==> src/rtl/mips_mem_pkg.sv <==
// rtl/mips_mem_pkg.sv - shared types and sizes for the unified memory port arbiter
package mips_mem_pkg;

  localparam int MEM_ADDR_W = 10;
  localparam int MEM_DATA_W = 32;

  typedef enum logic [1:0] {
    IDLE    = 2'd0,
    CPU_ACC = 2'd1,
    DBG_ACC = 2'd2
  } mem_arb_state_t;

  typedef enum logic {
    PORT_CPU = 1'b0,
    PORT_DBG = 1'b1
  } mem_port_t;

endpackage

==> src/rtl/mem_port_arbiter.sv <==
// rtl/mem_port_arbiter.sv - CPU/debug round-robin arbiter for the single-ported MIPS memory
// MEM_ARB_LOADER_EN: when defined, the debug port may write (program loader).
module mem_port_arbiter
  import mips_mem_pkg::*;
#(
  parameter int ADDR_W = MEM_ADDR_W,
  parameter int DATA_W = MEM_DATA_W
) (
  input  logic              clk,
  input  logic              rst_n,
  input  logic              cpu_req,
  input  logic              cpu_we,
  input  logic [ADDR_W-1:0] cpu_addr,
  input  logic [DATA_W-1:0] cpu_wdata,
  output logic              cpu_ack,
  output logic [DATA_W-1:0] cpu_rdata,
  input  logic              dbg_req,
  input  logic              dbg_we,
  input  logic [ADDR_W-1:0] dbg_addr,
  input  logic [DATA_W-1:0] dbg_wdata,
  output logic              dbg_ack,
  output logic [DATA_W-1:0] dbg_rdata,
  output logic [31:0]       mem_addr,
  output logic [DATA_W-1:0] mem_wdata,
  output logic              mem_we,
  output logic              mem_re,
  input  logic [DATA_W-1:0] mem_rdata
);

  mem_arb_state_t    state;
  mem_port_t         last_grant;
  logic              wr_flag;
  logic [ADDR_W-1:0] addr_q;
  logic              cpu_pend;
  logic              dbg_pend;
  logic              pick_cpu;
  logic              dbg_wr;

  // A request is not re-taken in the cycle that carries its own ack.
  assign cpu_pend = cpu_req & ~cpu_ack;
  assign dbg_pend = dbg_req & ~dbg_ack;
  assign pick_cpu = cpu_pend & (~dbg_pend | (last_grant == PORT_DBG));

`ifdef MEM_ARB_LOADER_EN
  assign dbg_wr = dbg_we;
`else
  logic unused_dbg_we;
  assign unused_dbg_we = dbg_we;
  assign dbg_wr        = 1'b0;
`endif

  assign mem_addr = {{(32-ADDR_W){1'b0}}, addr_q};
  // Gating with rst_n suppresses a write already in flight when reset hits.
  assign mem_we   = (state != IDLE) & wr_flag & rst_n;
  assign mem_re   = (state != IDLE) & ~wr_flag & rst_n;

  always_ff @(posedge clk) begin
    if (!rst_n) begin
      state      <= IDLE;
      last_grant <= PORT_DBG;
      cpu_ack    <= 1'b0;
      dbg_ack    <= 1'b0;
      cpu_rdata  <= '0;
      dbg_rdata  <= '0;
      addr_q     <= '0;
      mem_wdata  <= '0;
      wr_flag    <= 1'b0;
    end else begin
      cpu_ack <= 1'b0;
      dbg_ack <= 1'b0;
      case (state)
        IDLE: begin
          if (pick_cpu) begin
            state      <= CPU_ACC;
            last_grant <= PORT_CPU;
            addr_q     <= cpu_addr;
            mem_wdata  <= cpu_wdata;
            wr_flag    <= cpu_we;
          end else if (dbg_pend) begin
            state      <= DBG_ACC;
            last_grant <= PORT_DBG;
            addr_q     <= dbg_addr;
            mem_wdata  <= dbg_wdata;
            wr_flag    <= dbg_wr;
          end
        end
        CPU_ACC: begin
          if (!wr_flag) cpu_rdata <= mem_rdata;
          cpu_ack <= 1'b1;
          state   <= IDLE;
        end
        DBG_ACC: begin
          if (!wr_flag) dbg_rdata <= mem_rdata;
          dbg_ack <= 1'b1;
          state   <= IDLE;
        end
        default: state <= IDLE;
      endcase
    end
  end

endmodule

==> config.mk <==
export PLATFORM = sky130hd
export DESIGN_NAME = mem_port_arbiter
export DESIGN_NICKNAME = d
export VERILOG_FILES = /design/src/rtl/mips_mem_pkg.sv /design/src/rtl/mem_port_arbiter.sv
export SDC_FILE = /design/constraint.sdc
export NUM_CORES = 1
export LEC_CHECK = 0
export ABC_AREA = 1
export BUFFER_PORTS_ARGS = -buffer_cell sky130_fd_sc_hd__buf_2
export CORE_MARGIN = 2
export CORE_UTILIZATION = 46
export DETAILED_ROUTE_END_ITERATION = 6
export MAX_ROUTING_LAYER = met4
export PLACE_DENSITY_LB_ADDON = 0.05
export SYNTH_ARGS = -nofsm -noshare
export SYNTH_HDL_FRONTEND = slang
export SYNTH_SLANG_ARGS = --single-unit
==> constraint.sdc <==
create_clock -name clk -period 3.4 [get_ports clk]
set_clock_uncertainty 0.2 [all_clocks]
set_input_delay 0.34 -clock clk [delete_from_list [all_inputs] [get_ports clk]]
set_output_delay 0.34 -clock clk [all_outputs]
set_load 0.01 [all_outputs]
# ---- Word-level counts from Yosys, hierarchy flattened
# Index checks and enable logic that the tools add are counted.
dict set report op_classes {
  bitwise_logic 14
  mux 12
  eq_ne 2
  reduce_logical 8
}
# operator n
set op_table {}
lappend op_table {{two-way mux 32 bit} 2}
lappend op_table {{two-way mux 10 bit} 2}
lappend op_table {{two-way mux 1 bit} 8}
lappend op_table {{AND reduction 2 bit} 4}
lappend op_table {{bitwise AND 1 bit} 7}
lappend op_table {{NOT 1 bit} 6}
lappend op_table {{nonzero test 2 bit} 2}
lappend op_table {{OR reduction 3 bit} 1}
lappend op_table {{== test 2 x 1 -> 1 bit, second input constant} 1}
lappend op_table {{== test 2 bit, second input constant} 1}
lappend op_table {{zero test 2 bit} 1}
lappend op_table {{bitwise OR 1 bit} 1}
dict set report word_totals {
  output_inout_bits 132
  wordCells 46
  regBits 112
}

# ---- Logic depth before layout (Yosys ltp)
dict set report depth {
  word_depth 7
  depth_mapped 8
  depth_no_buf 8
}

# ---- Worst setup path after synthesis
# Ideal clock, no wire load.
dict set report synth_timing {
  kind {input -> output}
  startpoint {input rst_n}
  endpoint {output mem_re}
  path_slack_ns 1.993
  cell_stages 3
  t_arrival_ns 0.867
  n_path_buf 1
  path_cell_list {inv_1 clkbuf_1 nor3_1}
}
dict set report synth_between {
  elab_chain_len 1
}
# element line
set synth_lines {}
lappend synth_lines {{start, declared} mem_port_arbiter.sv:10} ;# input logic rst_n,
lappend synth_lines {{bitwise AND 1 bit} mem_port_arbiter.sv:55} ;# assign mem_re = (state != IDLE) & ~wr_flag & rst_n;
lappend synth_lines {{end, declared} mem_port_arbiter.sv:26} ;# output logic mem_re,
# Every way passes these cells.

# ---- Worst setup path after layout
dict set report layout_timing {
  startpoint {register state[1]}
  endpoint {register addr_q[6]}
}
dict set report layout_between {
  elab_chain_len 2
}
# element line
set layout_lines {}
lappend layout_lines {{start, declared} mem_port_arbiter.sv:30} ;# mem_arb_state_t state;
lappend layout_lines {{start signal, assigned} mem_port_arbiter.sv:59} ;# state <= IDLE;
lappend layout_lines {{start signal, assigned} mem_port_arbiter.sv:74} ;# state <= CPU_ACC;
lappend layout_lines {{start signal, assigned} mem_port_arbiter.sv:80} ;# state <= DBG_ACC;
lappend layout_lines {{zero test 2 bit} mem_port_arbiter.sv:71} ;# case (state)
lappend layout_lines {{AND reduction 2 bit (no line)} --}
lappend layout_lines {{end signal, assigned} mem_port_arbiter.sv:76} ;# addr_q <= cpu_addr;
lappend layout_lines {{end signal, assigned} mem_port_arbiter.sv:82} ;# addr_q <= dbg_addr;
lappend layout_lines {{end, declared} mem_port_arbiter.sv:33} ;# logic [ADDR_W-1:0] addr_q;
# Every way passes these cells.
# A chain may end at the register's enable or synchronous reset.

==> impl_metrics.py <==
metrics = {
    "sta": {
        "relSlewSlack": 0.4341,
        "slew_violations": 0,
        "fin_tns_setup_ns": 0,
        "timing.fmax_ghz": 0.5128,
        "finalSetupViolCount": 0,
        "fin_ws_ns": 1.450,
        "post-route-period-util": 0.5736,
        "rsz0062_at_grt": "no",
        "min_period_ns": 1.950,
        "finalHoldViolations": 0,
        "tightestPinTransition_ns": 0.8458,
    },
    "critical_path": {
        "rrSetupSlack_ns": 1.45,
        "crit_type": "reg -> reg",
        "cp.arrival_ns": 2.04,
        "end_kind": "flip-flop",
        "r2r_start": "state[1]$_SDFFE_PP0P_",
        "start_kind": "flip-flop",
        "critPathLaunch": "state[1]$_SDFFE_PP0P_",
        "reg2reg_depth": 5,
        "worst_r2r_endpoint": "addr_q[6]$_SDFFE_PN0P_",
        "required_ns": 3.49,
        "crit_fanout": 44,
        "crit_end": "addr_q[6]$_SDFFE_PN0P_",
    },
    "logic_synthesis": {
        "ys_seq_elements": 112,
        "synth_area_per_cell_um2": 7.438,
        "ys_warn_count": 0,
        "syn_area_um2": 4872,
        "synth_cells": 655,
        "ys_seq_area_frac": 0.4602,
        "synth.distinct_cells": 20,
    },
    "drt": {
        "drtIter0Drc": 275,
        "wl_per_cell_um": 12.80,
        "dr.pass1.iters": 5,
        "via_count": 4719,
        "routed_via_density": 4.728,
        "remaining_drc_errors": 0,
        "wl_um": 12770,
        "ant_nets": 0,
    },
    "finish": {
        "final-seq-area_um2": 2242,
        "fin_util": 0.5969,
        "multi_input_area_um2": 1906,
        "nets": 979,
        "nFillCells": 1015,
        "final_cell_mix": "buf_2, dfxtp_1, inv_1",
        "areaGrowthSynthToFinish_pct": 26.48,
        "final_common_cell": "buf_2",
        "final_layout_size_suffix_gt1_frac": 0.3028,
        "num_antenna_cells": 0,
    },
    "placed_design": {
        "io_buffers": 230,
        "place_ws_ns": 1.385,
        "place_hpwl_um": 8932,
        "place.gp.congestion": 0.7930,
    },
    "cts": {
        "post_cts_buffers": 0,
        "cts-root-buf": "clkbuf_8",
        "cts_inserted_buffers": 9,
        "cts_tree": "yes",
        "hold_buffers": 0,
        "clockBufferDepth": 2,
        "cts-resized-gates": 0,
        "cts.reportedPaths.clkPinSlew_ns": 0.10,
        "h-tree-depth": 3,
        "clock_sinks": 112,
        "clock_latency_ns": 0.36,
    },
    "global_routing": {
        "grt_pass1_vias": 4626,
        "grt_pass1_wl_um": 20730,
        "grt_max_degree": 66,
        "antenna_found_initial": 0,
        "track_usage": 0.2306,
        "grt.overflow.total": 0,
    },
    "run_status": {
        "outcome": "finished clean",
    },
    "floorplan": {
        "ios": 254,
        "row_count": 37,
        "initial_utilization": 0.4719,
        "core-area_um2": 10320,
        "fp.dieH_um": 106.9,
        "die_width_um": 106.9,
        "fp.dieArea_um2": 11430,
    },
    "power": {
        "power_uw": 3003,
        "peakVddDrop_uv": 222.6,
        "powerDensity_nw_per_um2": 487.4,
        "power.leakage_uw": 0.003088,
    },
    "worst_hold_path": {
        "hold_class": "in -> reg",
    },
    "flow_run": {
        "cap_violations": 0,
    },
}
[per-layer routing]
layer	up-vias	track usage	share of wire
met5	-	-	0
met4	0	0.06957	0.018
met3	17	0.05228	0.066
met2	172	0.3949	0.48
met1	2089	0.2711	0.43
li1	2441	-	-
[cell usage after synthesis, drive strengths merged]
master / count / share of area
nor2: 1 / 0.0023
o21ai: 65 / 0.067
nand3: 46 / 0.050
inv: 115 / 0.089
conb: 1 / 0.00077
clkbuf: 25 / 0.020
a21oi: 109 / 0.11
nand3b: 41 / 0.063
buf: 41 / 0.055
nor3: 5 / 0.0051
dfxtp: 112 / 0.46
nand2: 94 / 0.074
[stage by stage]
stage | cell area [µm²] | hold WS (ns) | instances
2_1_floorplan | 4951 | 0.2532 | 676
3_3_place_gp | 5948 | 0.2297 | 982
3_5_place_dp | 5948 | 0.2330 | 982
4_1_cts | 6162 | 0.02797 | 998
5_1_grt | 6162 | 0.03112 | 998
6_report | 6162 | 0.04064 | 998
[worst min-delay path by stage]
stage | to | depth (start not counted) | from | slack, ns
6_report | wr_flag$_SDFFE_PN0P_ | 3 | cpu_we | 0.04
5_1_grt | wr_flag$_SDFFE_PN0P_ | 3 | cpu_we | 0.03
4_1_cts | wr_flag$_SDFFE_PN0P_ | 3 | cpu_we | 0.03
3_5_place_dp | cpu_rdata[14]$_SDFFE_PN0P_ | 2 | cpu_rdata[14]$_SDFFE_PN0P_ | 0.23
3_3_place_gp | cpu_rdata[1]$_SDFFE_PN0P_ | 2 | cpu_rdata[1]$_SDFFE_PN0P_ | 0.23
2_1_floorplan | last_grant$_SDFFE_PN1P_ | 2 | last_grant$_SDFFE_PN1P_ | 0.25
[registers in the layout, summed over array words and instances, names as in the netlist]
signal      count
cpu_rdata      32
dbg_rdata      32
mem_wdata      32
addr_q         10
state           2
cpu_ack         1
dbg_ack         1
last_grant      1
wr_flag         1
[final cells by class]
| class | count | area share |
|---|---|---|
| clock buffer | 10 | 0.02071 |
| sequential | 112 | 0.3639 |
| inverter | 115 | 0.07046 |
| timing repair buffer | 236 | 0.1941 |
| multi-input combinational | 383 | 0.3092 |
| tap | 136 | 0.02761 |
| clock inverter | 6 | 0.01401 |
[worst max-delay path: stages, from the launching register on]
cell	delay (ns)
dfxtp_1	0.38
nor2_4	0.20
nand2_4	0.31
inv_4	0.48
nand3_1	0.15
a21oi_1	0.15
[cell families (layout without fill, tap and decap cells)]
family                 after synthesis  in the layout  synth area share
AO/OA/AOI/OAI                      174            174            0.1787
other                                1             22         0.0007697
buffers and inverters              181            367            0.1649
AND/OR/NAND/NOR                    187            187            0.1954
flip-flops                         112            112            0.4602
[report_power, final]
group / internal [µW] / total (µW) / switching [µW]
logic: 262 / 663 / 402
clock network: 362 / 836 / 474
registers: 1440 / 1500 / 63.2
total: 2060 / 3000 / 939
Power figures use the tool's default switching activity.
